$ cat src/rtl/fp_norm_pack_if.sv
// Handshake bundle between the FP adder align/add datapath and the normalise/pack stage.
interface fp_norm_pack_if #(
  parameter int EXP_W = 8,
  parameter int MAN_W = 23
);
  logic                   in_valid;
  logic                   in_ready;
  logic                   in_sign;
  logic [EXP_W-1:0]       in_exp;
  logic [MAN_W+1:0]       in_sum;
  logic                   in_sticky;
  logic                   in_inf;
  logic                   in_nan;
  logic                   out_valid;
  logic                   out_ready;
  logic [EXP_W+MAN_W:0]   out_result;
  logic                   out_overflow;
  logic                   out_underflow;

  modport master (
    output in_valid, in_sign, in_exp, in_sum, in_sticky, in_inf, in_nan, out_ready,
    input  in_ready, out_valid, out_result, out_overflow, out_underflow
  );

  modport slave (
    input  in_valid, in_sign, in_exp, in_sum, in_sticky, in_inf, in_nan, out_ready,
    output in_ready, out_valid, out_result, out_overflow, out_underflow
  );
endinterface

$ cat src/rtl/fp_norm_pack.sv
// Sequential normalise-and-pack stage of the single-precision FP adder (one left shift per cycle).
// Define FP_NORM_ROUND_EN for round-to-nearest-even on the carry right-shift; default truncates.
module fp_norm_pack #(
  parameter int EXP_W = 8,
  parameter int MAN_W = 23
) (
  input  logic         clk,
  input  logic         rst_n,
  fp_norm_pack_if.slave bus
);
  localparam int SW = MAN_W + 2;
  localparam int EW = EXP_W + 1;
  localparam int RW = 1 + EXP_W + MAN_W;
  localparam logic [EW-1:0] E_ONE = EW'(1);
  localparam logic [EW-1:0] E_MAX = {1'b0, {EXP_W{1'b1}}};
  localparam logic [RW-1:0] NAN_W = {1'b0, {EXP_W{1'b1}}, 1'b1, {(MAN_W-1){1'b0}}};

  typedef enum logic [2:0] {S_IDLE, S_CHECK, S_SHIFT, S_ROUND, S_DONE} state_t;

  state_t          r_state, w_state_n;
  logic            r_sign, r_nan, r_inf;
  logic [EW-1:0]   r_exp, w_exp_n, w_exp_inc, w_exp_dec;
  logic [SW-1:0]   r_sum, w_sum_n, w_sum_sh;
  logic [RW-1:0]   r_result, w_res, w_inf_word;
  logic            r_ovf, r_unf, w_ovf, w_unf, w_load;
`ifdef FP_NORM_ROUND_EN
  logic            r_sticky, w_rup;
  logic [MAN_W:0]  w_rinc;
  logic [EW-1:0]   w_rexp;
`endif

  always_ff @(posedge clk) begin
    if (!rst_n) r_state <= S_IDLE;
    else        r_state <= w_state_n;
  end

  always_comb begin
    w_state_n  = r_state;
    w_load     = 1'b0;
    w_res      = '0;
    w_ovf      = 1'b0;
    w_unf      = 1'b0;
    w_sum_sh   = r_sum << 1;
    w_exp_inc  = r_exp + E_ONE;
    w_exp_dec  = r_exp - E_ONE;
    w_sum_n    = r_sum;
    w_exp_n    = r_exp;
    w_inf_word = {r_sign, {EXP_W{1'b1}}, {MAN_W{1'b0}}};
`ifdef FP_NORM_ROUND_EN
    w_rup  = r_sum[0] & (r_sticky | r_sum[1]);
    // A carry out of the stored mantissa means 1.111..1 rounded to 10.0: mantissa 0, one more exponent step.
    w_rinc = {1'b0, r_sum[MAN_W:1]} + {{MAN_W{1'b0}}, w_rup};
    w_rexp = w_exp_inc + {{EXP_W{1'b0}}, w_rinc[MAN_W]};
`endif
    unique case (r_state)
      S_IDLE: if (bus.in_valid) w_state_n = S_CHECK;
      S_CHECK: begin
        w_state_n = S_DONE;
        w_load    = 1'b1;
        if (r_nan)              w_res = NAN_W;
        else if (r_inf)         w_res = w_inf_word;
        else if (r_sum == '0)   w_res = '0;
        else if (r_sum[SW-1]) begin
`ifdef FP_NORM_ROUND_EN
          w_state_n = S_ROUND;
          w_load    = 1'b0;
`else
          if (w_exp_inc >= E_MAX) begin
            w_res = w_inf_word;
            w_ovf = 1'b1;
          end else
            w_res = {r_sign, w_exp_inc[EXP_W-1:0], r_sum[MAN_W:1]};
`endif
        end
        else if (r_sum[MAN_W])  w_res = {r_sign, r_exp[EXP_W-1:0], r_sum[MAN_W-1:0]};
        else if (r_exp <= E_ONE) begin
          // Already at the minimum exponent (including denormal inputs): pack as-is.
          w_res = {r_sign, {EXP_W{1'b0}}, r_sum[MAN_W-1:0]};
          w_unf = 1'b1;
        end else begin
          w_state_n = S_SHIFT;
          w_load    = 1'b0;
        end
      end
      S_SHIFT: begin
        w_sum_n = w_sum_sh;
        w_exp_n = w_exp_dec;
        if (w_sum_sh[MAN_W]) begin
          w_state_n = S_DONE;
          w_load    = 1'b1;
          w_res     = {r_sign, w_exp_dec[EXP_W-1:0], w_sum_sh[MAN_W-1:0]};
        end else if (w_exp_dec <= E_ONE) begin
          w_state_n = S_DONE;
          w_load    = 1'b1;
          w_res     = {r_sign, {EXP_W{1'b0}}, w_sum_sh[MAN_W-1:0]};
          w_unf     = 1'b1;
        end
      end
      S_ROUND: begin
        w_state_n = S_DONE;
        w_load    = 1'b1;
`ifdef FP_NORM_ROUND_EN
        if (w_rexp >= E_MAX) begin
          w_res = w_inf_word;
          w_ovf = 1'b1;
        end else
          w_res = {r_sign, w_rexp[EXP_W-1:0], w_rinc[MAN_W-1:0]};
`endif
      end
      S_DONE: if (bus.out_ready) w_state_n = S_IDLE;
      default: w_state_n = S_IDLE;
    endcase
  end

  always_ff @(posedge clk) begin
    if (!rst_n) begin
      r_sign   <= 1'b0;
      r_nan    <= 1'b0;
      r_inf    <= 1'b0;
      r_exp    <= '0;
      r_sum    <= '0;
      r_result <= '0;
      r_ovf    <= 1'b0;
      r_unf    <= 1'b0;
`ifdef FP_NORM_ROUND_EN
      r_sticky <= 1'b0;
`endif
    end else begin
      if (r_state == S_IDLE && bus.in_valid) begin
        r_sign <= bus.in_sign;
        r_nan  <= bus.in_nan;
        r_inf  <= bus.in_inf;
        r_sum  <= bus.in_sum;
        // Exponent 0 is a denormal input: its true scale is that of exponent 1.
        r_exp  <= (bus.in_exp == '0) ? E_ONE : {1'b0, bus.in_exp};
`ifdef FP_NORM_ROUND_EN
        r_sticky <= bus.in_sticky;
`endif
      end else begin
        r_sum <= w_sum_n;
        r_exp <= w_exp_n;
      end
      if (w_load) begin
        r_result <= w_res;
        r_ovf    <= w_ovf;
        r_unf    <= w_unf;
      end
    end
  end

  always_comb begin
    bus.in_ready      = (r_state == S_IDLE);
    bus.out_valid     = (r_state == S_DONE);
    bus.out_result    = r_result;
    bus.out_overflow  = r_ovf;
    bus.out_underflow = r_unf;
  end
endmodule

$ cat src/flat_wrapper.sv
// flat-port wrapper written by rule: the top's interface ports become plain ports
module fp_norm_pack_flat 
#(
  parameter int EXP_W = 8,
  parameter int MAN_W = 23
)
  (clk, rst_n, bus_in_valid, bus_in_sign, bus_in_exp, bus_in_sum, bus_in_sticky, bus_in_inf, bus_in_nan, bus_out_ready, bus_in_ready, bus_out_valid, bus_out_result, bus_out_overflow, bus_out_underflow);
  fp_norm_pack_if #(.EXP_W(EXP_W), .MAN_W(MAN_W)) bus_i ();
  input  logic clk;
  input  logic rst_n;
  input wire logic [$bits(bus_i.in_valid)-1:0] bus_in_valid;
  input wire logic [$bits(bus_i.in_sign)-1:0] bus_in_sign;
  input wire logic [$bits(bus_i.in_exp)-1:0] bus_in_exp;
  input wire logic [$bits(bus_i.in_sum)-1:0] bus_in_sum;
  input wire logic [$bits(bus_i.in_sticky)-1:0] bus_in_sticky;
  input wire logic [$bits(bus_i.in_inf)-1:0] bus_in_inf;
  input wire logic [$bits(bus_i.in_nan)-1:0] bus_in_nan;
  input wire logic [$bits(bus_i.out_ready)-1:0] bus_out_ready;
  output wire logic [$bits(bus_i.in_ready)-1:0] bus_in_ready;
  output wire logic [$bits(bus_i.out_valid)-1:0] bus_out_valid;
  output wire logic [$bits(bus_i.out_result)-1:0] bus_out_result;
  output wire logic [$bits(bus_i.out_overflow)-1:0] bus_out_overflow;
  output wire logic [$bits(bus_i.out_underflow)-1:0] bus_out_underflow;
  assign bus_i.in_valid = bus_in_valid;
  assign bus_i.in_sign = bus_in_sign;
  assign bus_i.in_exp = bus_in_exp;
  assign bus_i.in_sum = bus_in_sum;
  assign bus_i.in_sticky = bus_in_sticky;
  assign bus_i.in_inf = bus_in_inf;
  assign bus_i.in_nan = bus_in_nan;
  assign bus_i.out_ready = bus_out_ready;
  assign bus_in_ready = bus_i.in_ready;
  assign bus_out_valid = bus_i.out_valid;
  assign bus_out_result = bus_i.out_result;
  assign bus_out_overflow = bus_i.out_overflow;
  assign bus_out_underflow = bus_i.out_underflow;
  fp_norm_pack #(.EXP_W(EXP_W), .MAN_W(MAN_W)) u_core (.clk(clk), .rst_n(rst_n), .bus(bus_i));
endmodule
$ cat config.mk
export PLATFORM = sky130hd
export DESIGN_NAME = fp_norm_pack_flat
export DESIGN_NICKNAME = d
export VERILOG_FILES = /design/src/rtl/fp_norm_pack_if.sv /design/src/rtl/fp_norm_pack.sv /design/src/flat_wrapper.sv
export SDC_FILE = /design/constraint.sdc
export NUM_CORES = 1
export LEC_CHECK = 0
export CORE_AREA = 3 3 132 134
export DETAILED_ROUTE_END_ITERATION = 16
export DIE_AREA = 0 0 135 137
export PLACE_DENSITY_LB_ADDON = 0.15
export SLEW_MARGIN = 20
export SYNTH_ARGS = -nofsm -noshare
export SYNTH_HDL_FRONTEND = slang
export SYNTH_SLANG_ARGS = --single-unit
$ cat constraint.sdc
create_clock -name clk -period 7.22 [get_ports clk]
set_input_delay 1.444 -clock clk [delete_from_list [all_inputs] [get_ports clk]]
set_output_delay 1.444 -clock clk [all_outputs]
set_load 0.02 [all_outputs]
==> Yosys cells after proc, flatten, opt, wreduce, memory -nomap -nowiden <==
Index checks and enable logic that the tools add are counted.
{ "word_totals": {"ff_bits": 74, "latch_bits": 0, "mem_bits_rw": 0, "rom_bits": 0, "in_bits": 41, "out_inout_bits": 36, "wordCells": 75, "memories": 0} }
{ "op_classes": {"add_sub_neg": 2, "mul": 0, "n_div": 0, "n_lt_le_gt_ge": 3, "n_eq_ne": 7, "shifts": 0, "muxes": 48, "n_bitwise": 0, "reduce_logical": 6} }
{ "op_table": {"columns": ["cell", "count"], "rows": [
  ["$mux 32", 8],
  ["$pmux 32 s2", 1],
  ["$mux 25", 2],
  ["$mux 31", 1],
  ["$mux 3", 10],
  ["$logic_not 25->1", 1],
  ["$mux 1", 20],
  ["$le 9x1->1 const B", 2],
  ["$mux 9", 2],
  ["$pmux 3 s5", 1],
  ["$add 9x1->9 const B", 1],
  ["$ge 9x8->1 const B", 1],
  ["$sub 9x1->9 const B", 1],
  ["$logic_not 8->1", 1],
  ["$mux 8", 1],
  ["$eq 3x2->1 const B", 2],
  ["$ne 2x2->1 const B", 2],
  ["$eq 3x1->1 const B", 1],
  ["$eq 3x3->1 const B", 1],
  ["$logic_not 3->1", 1],
  ["$ne 3x1->1 const B", 1],
  ["$pmux 1 s3", 1],
  ["$reduce_and 3->1", 1],
  ["$pmux 1 s2", 1],
  ["2 further kinds", 2]
]} }

==> Logic depth before layout (Yosys ltp) <==
{ "logic_depth": {"word_depth": 8, "depth_mapped": 11, "depth_no_buf": 8} }

==> Worst setup path after synthesis <==
OpenSTA, ideal clock, no wires.
{ "synth_path": {"path_type": "input to register", "from": "input rst_n", "to": "register u_core.r_result[10] (netlist: u_core.bus.out_result[10])", "setup_ps": 122, "t_arrival_ps": 2527, "required_time_ps": 7098, "setup_slack_ps": 4571, "stages": 7, "path_buffers": 2, "path_cell_list": "buf_4 > inv_2 > a2111oi_0 > o21ai_1 > clkbuf_1 > nor2_1 > a221o_1"} }
{ "synth_rtl": {"columns": ["element", "line", "source"], "rows": [
  ["from (decl)", "flat_wrapper.sv:10", "input logic rst_n;"],
  ["to (signal assigned)", "fp_norm_pack.sv:144", "r_result <= w_res;"],
  ["to (decl)", "fp_norm_pack.sv:24", "logic [RW-1:0] r_result, w_res, w_inf_word;"]
]} }

==> flow_summary.json <==
{
  "drt-total-wl_um": 13500,
  "grtUsageTotal": 0.146,
  "arrival_ps": 3990,
  "synth_top_flop_cell": "dfxtp_1",
  "rsz0062_at_grt": "no",
  "critical_path_required_ps": 7450,
  "worst_clock_skew_ps": 5.61,
  "die_x_um": 135,
  "cts_hold_buf": 0,
  "end_kind": "flip-flop",
  "num_antenna_cells": 0,
  "wl_met2_um": 6200,
  "syn_area_per_cell_um2": 8.25,
  "final_util": 0.318,
  "fin_crit_ps": 3760,
  "drv_cap": 0,
  "cts_sinks": 74,
  "synthesis.area_um2": 4060,
  "path_depth": 7,
  "grt-ovfl-total": 0,
  "rows": 47,
  "ys_ff_latch": 74,
  "cts_setup_buffers": 0,
  "cp_slowest_cell": "inv_2",
  "drt-wirelength-per-cell_um": 17.7,
  "vias_per_cell": 5.21,
  "critical_path.top_delay_family": "buffers and inverters",
  "synth_edf_count": 0,
  "critPathBufInv": 3,
  "dieArea_um2": 18500,
  "seq_area_um2": 1480,
  "ff2ff_setup_slack_ps": 3760,
  "critPathKind": "in2reg",
  "ctsHtreeMaxLevel": 3,
  "ir_worst_vdd_mv": 0.112,
  "synth_cell_types": 69,
  "top_layer": "met4",
  "fillers": 1706,
  "final_hold_viol_count": 0,
  "nets": 582,
  "cts_tree": "yes",
  "place_congestion": 0.839,
  "stdcell_area_um2": 5210,
  "cts.clk_slew.worst_paths_ps": 60,
  "outcome": "completed",
  "antenna_left": 0,
  "drv_slew": 0,
  "drtIter0Drc": 315,
  "ctsRootBufferMaster": "clkbuf_16",
  "crit_path_max_incr_delay_ps": 840,
  "ys_seq_area_frac": 0.365,
  "dr_total_vias": 3969,
  "first_global_vias": 3887,
  "syn-instance-count": 492,
  "final_cell_mix": "clkdlybuf4s50_1 (75), dfxtp_1 (73), nand2_1 (63), a21oi_1 (51), nor2_1 (48)",
  "place_area_um2": 4900,
  "dp_hpwl_um": 9160,
  "worstReg2RegStart": "u_core.r_exp[0]",
  "ys_async_sr_fraction": 0,
  "startpoint": "rst_n",
  "initial_core_util": 0.247,
  "wl_met3_um": 604,
  "crit_chain": "clkdlybuf4s50_1 > inv_2 > a2111oi_0 > o21ai_1 > buf_4 > nor2_1 > a221o_1",
  "critPathLaunchType": "input pin",
  "syn_nets": 537,
  "post_cts_resized": 0,
  "powerDensity_nw_per_um2": 239,
  "setup_violations": 0,
  "cts_buffers": 9,
  "grt_pass1_wl_um": 21400,
  "fin_crit_sh": 0.520,
  "m1WireLength_um": 6380,
  "cp-endpoint": "u_core.bus.out_result[2]",
  "clk_latency_ps": 340,
  "grt_max_degree": 47,
  "max_freq_ghz": 0.266,
  "numPortBuffers": 75,
  "dr.pass1.iters": 5,
  "die-height_um": 137,
  "cts_max_path_buffers": 2,
  "multi_input_area_um2": 2340,
  "core_area_um2": 16400,
  "grt_antenna_before_repair": 0,
  "io_pins": 77,
  "finalSetupTns_ps": 0,
  "drc_errors": 0,
  "min_path_type": "reg2reg",
  "tightest_slew_ps": 1070,
  "layout_commonest_cell": "clkdlybuf4s50_1",
  "worstPathMaxFanout": 46,
  "synth_warnings": 0,
  "maxSlewHeadroom": 0.285,
  "area_growth_pct": 28.5,
  "drive_gt1_frac": 0.0793,
  "r2r-end": "u_core.bus.out_result[17]",
  "rr_worst_depth": 8,
  "cellLeakagePower_nw": 1.73
}
==> synthesized netlist by cell type, types with 4 or more instances <==
library cell,n,area share
nor2_1,49,0.045
buf_4,4,0.0074
ha_1,4,0.012
buf_2,9,0.011
nor4_1,12,0.019
nand2_1,63,0.058
xnor2_1,6,0.013
mux2i_1,23,0.057
a221o_1,23,0.057
dfxtp_1,74,0.37
inv_1,4,0.0037
nand4_1,4,0.0062
a21oi_1,51,0.063
clkbuf_1,24,0.022
nand3_1,10,0.012
xor2_1,4,0.0086
nor3_1,8,0.0099
o21ai_0,13,0.016
o2bb2ai_1,4,0.0086
buf_6,5,0.014
a22oi_1,26,0.048
==> state kept, by name, summed over array words and instances (netlist names) <==
register and count:
u_core.bus.out_overflow 1, u_core.r_exp 9, u_core.r_inf 1, u_core.r_nan 1
u_core.r_sum 25, u_core.r_state 3, u_core.bus.out_underflow 1, u_core.r_sign 1
u_core.bus.out_result 32
==> through the flow <==
step | instances | power [mW] | hold slack, ps | setup WS (ps)
floorplan | 492 | 0.678 | 437 | 4570
global placement | 746 | 0.781 | 447 | 3090
detailed placement | 746 | 0.784 | 451 | 3030
CTS | 762 | 1.26 | 465 | 3410
global route | 762 | 1.31 | 485 | 3260
finish | 762 | 1.24 | 463 | 3460
==> worst min-delay path by stage <==
stage	startpoint	endpoint	slack, ps	depth (start not counted)
5_1_grt	u_core.r_sign	u_core.r_sign	480	2
3_3_place_gp	u_core.r_sign	u_core.r_sign	450	2
6_report	u_core.r_sign	u_core.r_sign	460	2
4_1_cts	u_core.r_sign	u_core.r_sign	470	2
3_5_place_dp	u_core.r_sign	u_core.r_sign	450	2
2_1_floorplan	u_core.r_sign	u_core.r_sign	440	2
==> logic make-up (layout without fill, tap and decap cells) <==
| family | Yosys count | count (layout) | synth area share |
|---|---|---|---|
| simple gates | 173 | 173 | 0.206 |
| compound gates | 157 | 157 | 0.275 |
| flops | 74 | 74 | 0.365 |
| buf+inv | 51 | 101 | 0.0632 |
| mux | 23 | 23 | 0.0567 |
| xor+xnor | 10 | 10 | 0.0216 |
| fa+ha+maj | 4 | 4 | 0.0123 |
==> metal layers <==
metal  vias to the layer above  GRT usage
li1                       1920          -
met1                      1913      0.200
met2                       115      0.231
met3                        21     0.0232
met4                         0     0.0594
met5                         -          0
==> report_power, final <==
group          total [mW]  internal (mW)  leakage, nW  switching, mW
combinational       0.274          0.120        0.973          0.155
sequential          0.500          0.438        0.604         0.0617
clock               0.471          0.281        0.150          0.190
==> cell type report <==
cell class,instances,share of cell area
clock inverters,6,0.0139
multi-input cells,367,0.448
inverters,5,0.00360
flip-flops and latches,74,0.284
repair buffers,80,0.151
well taps,220,0.0528
clock buffers,10,0.0458
==> worst reg2reg max path: stages, from the launching register on <==
cell and delay [ps]:
dfxtp_1 680, inv_1 190, ha_1 440, a21oi_1 100
or4_1 410, or3_4 360, o21ba_2 260, nor3_4 690
a221o_1 280
Power figures use the tool's default switching activity.
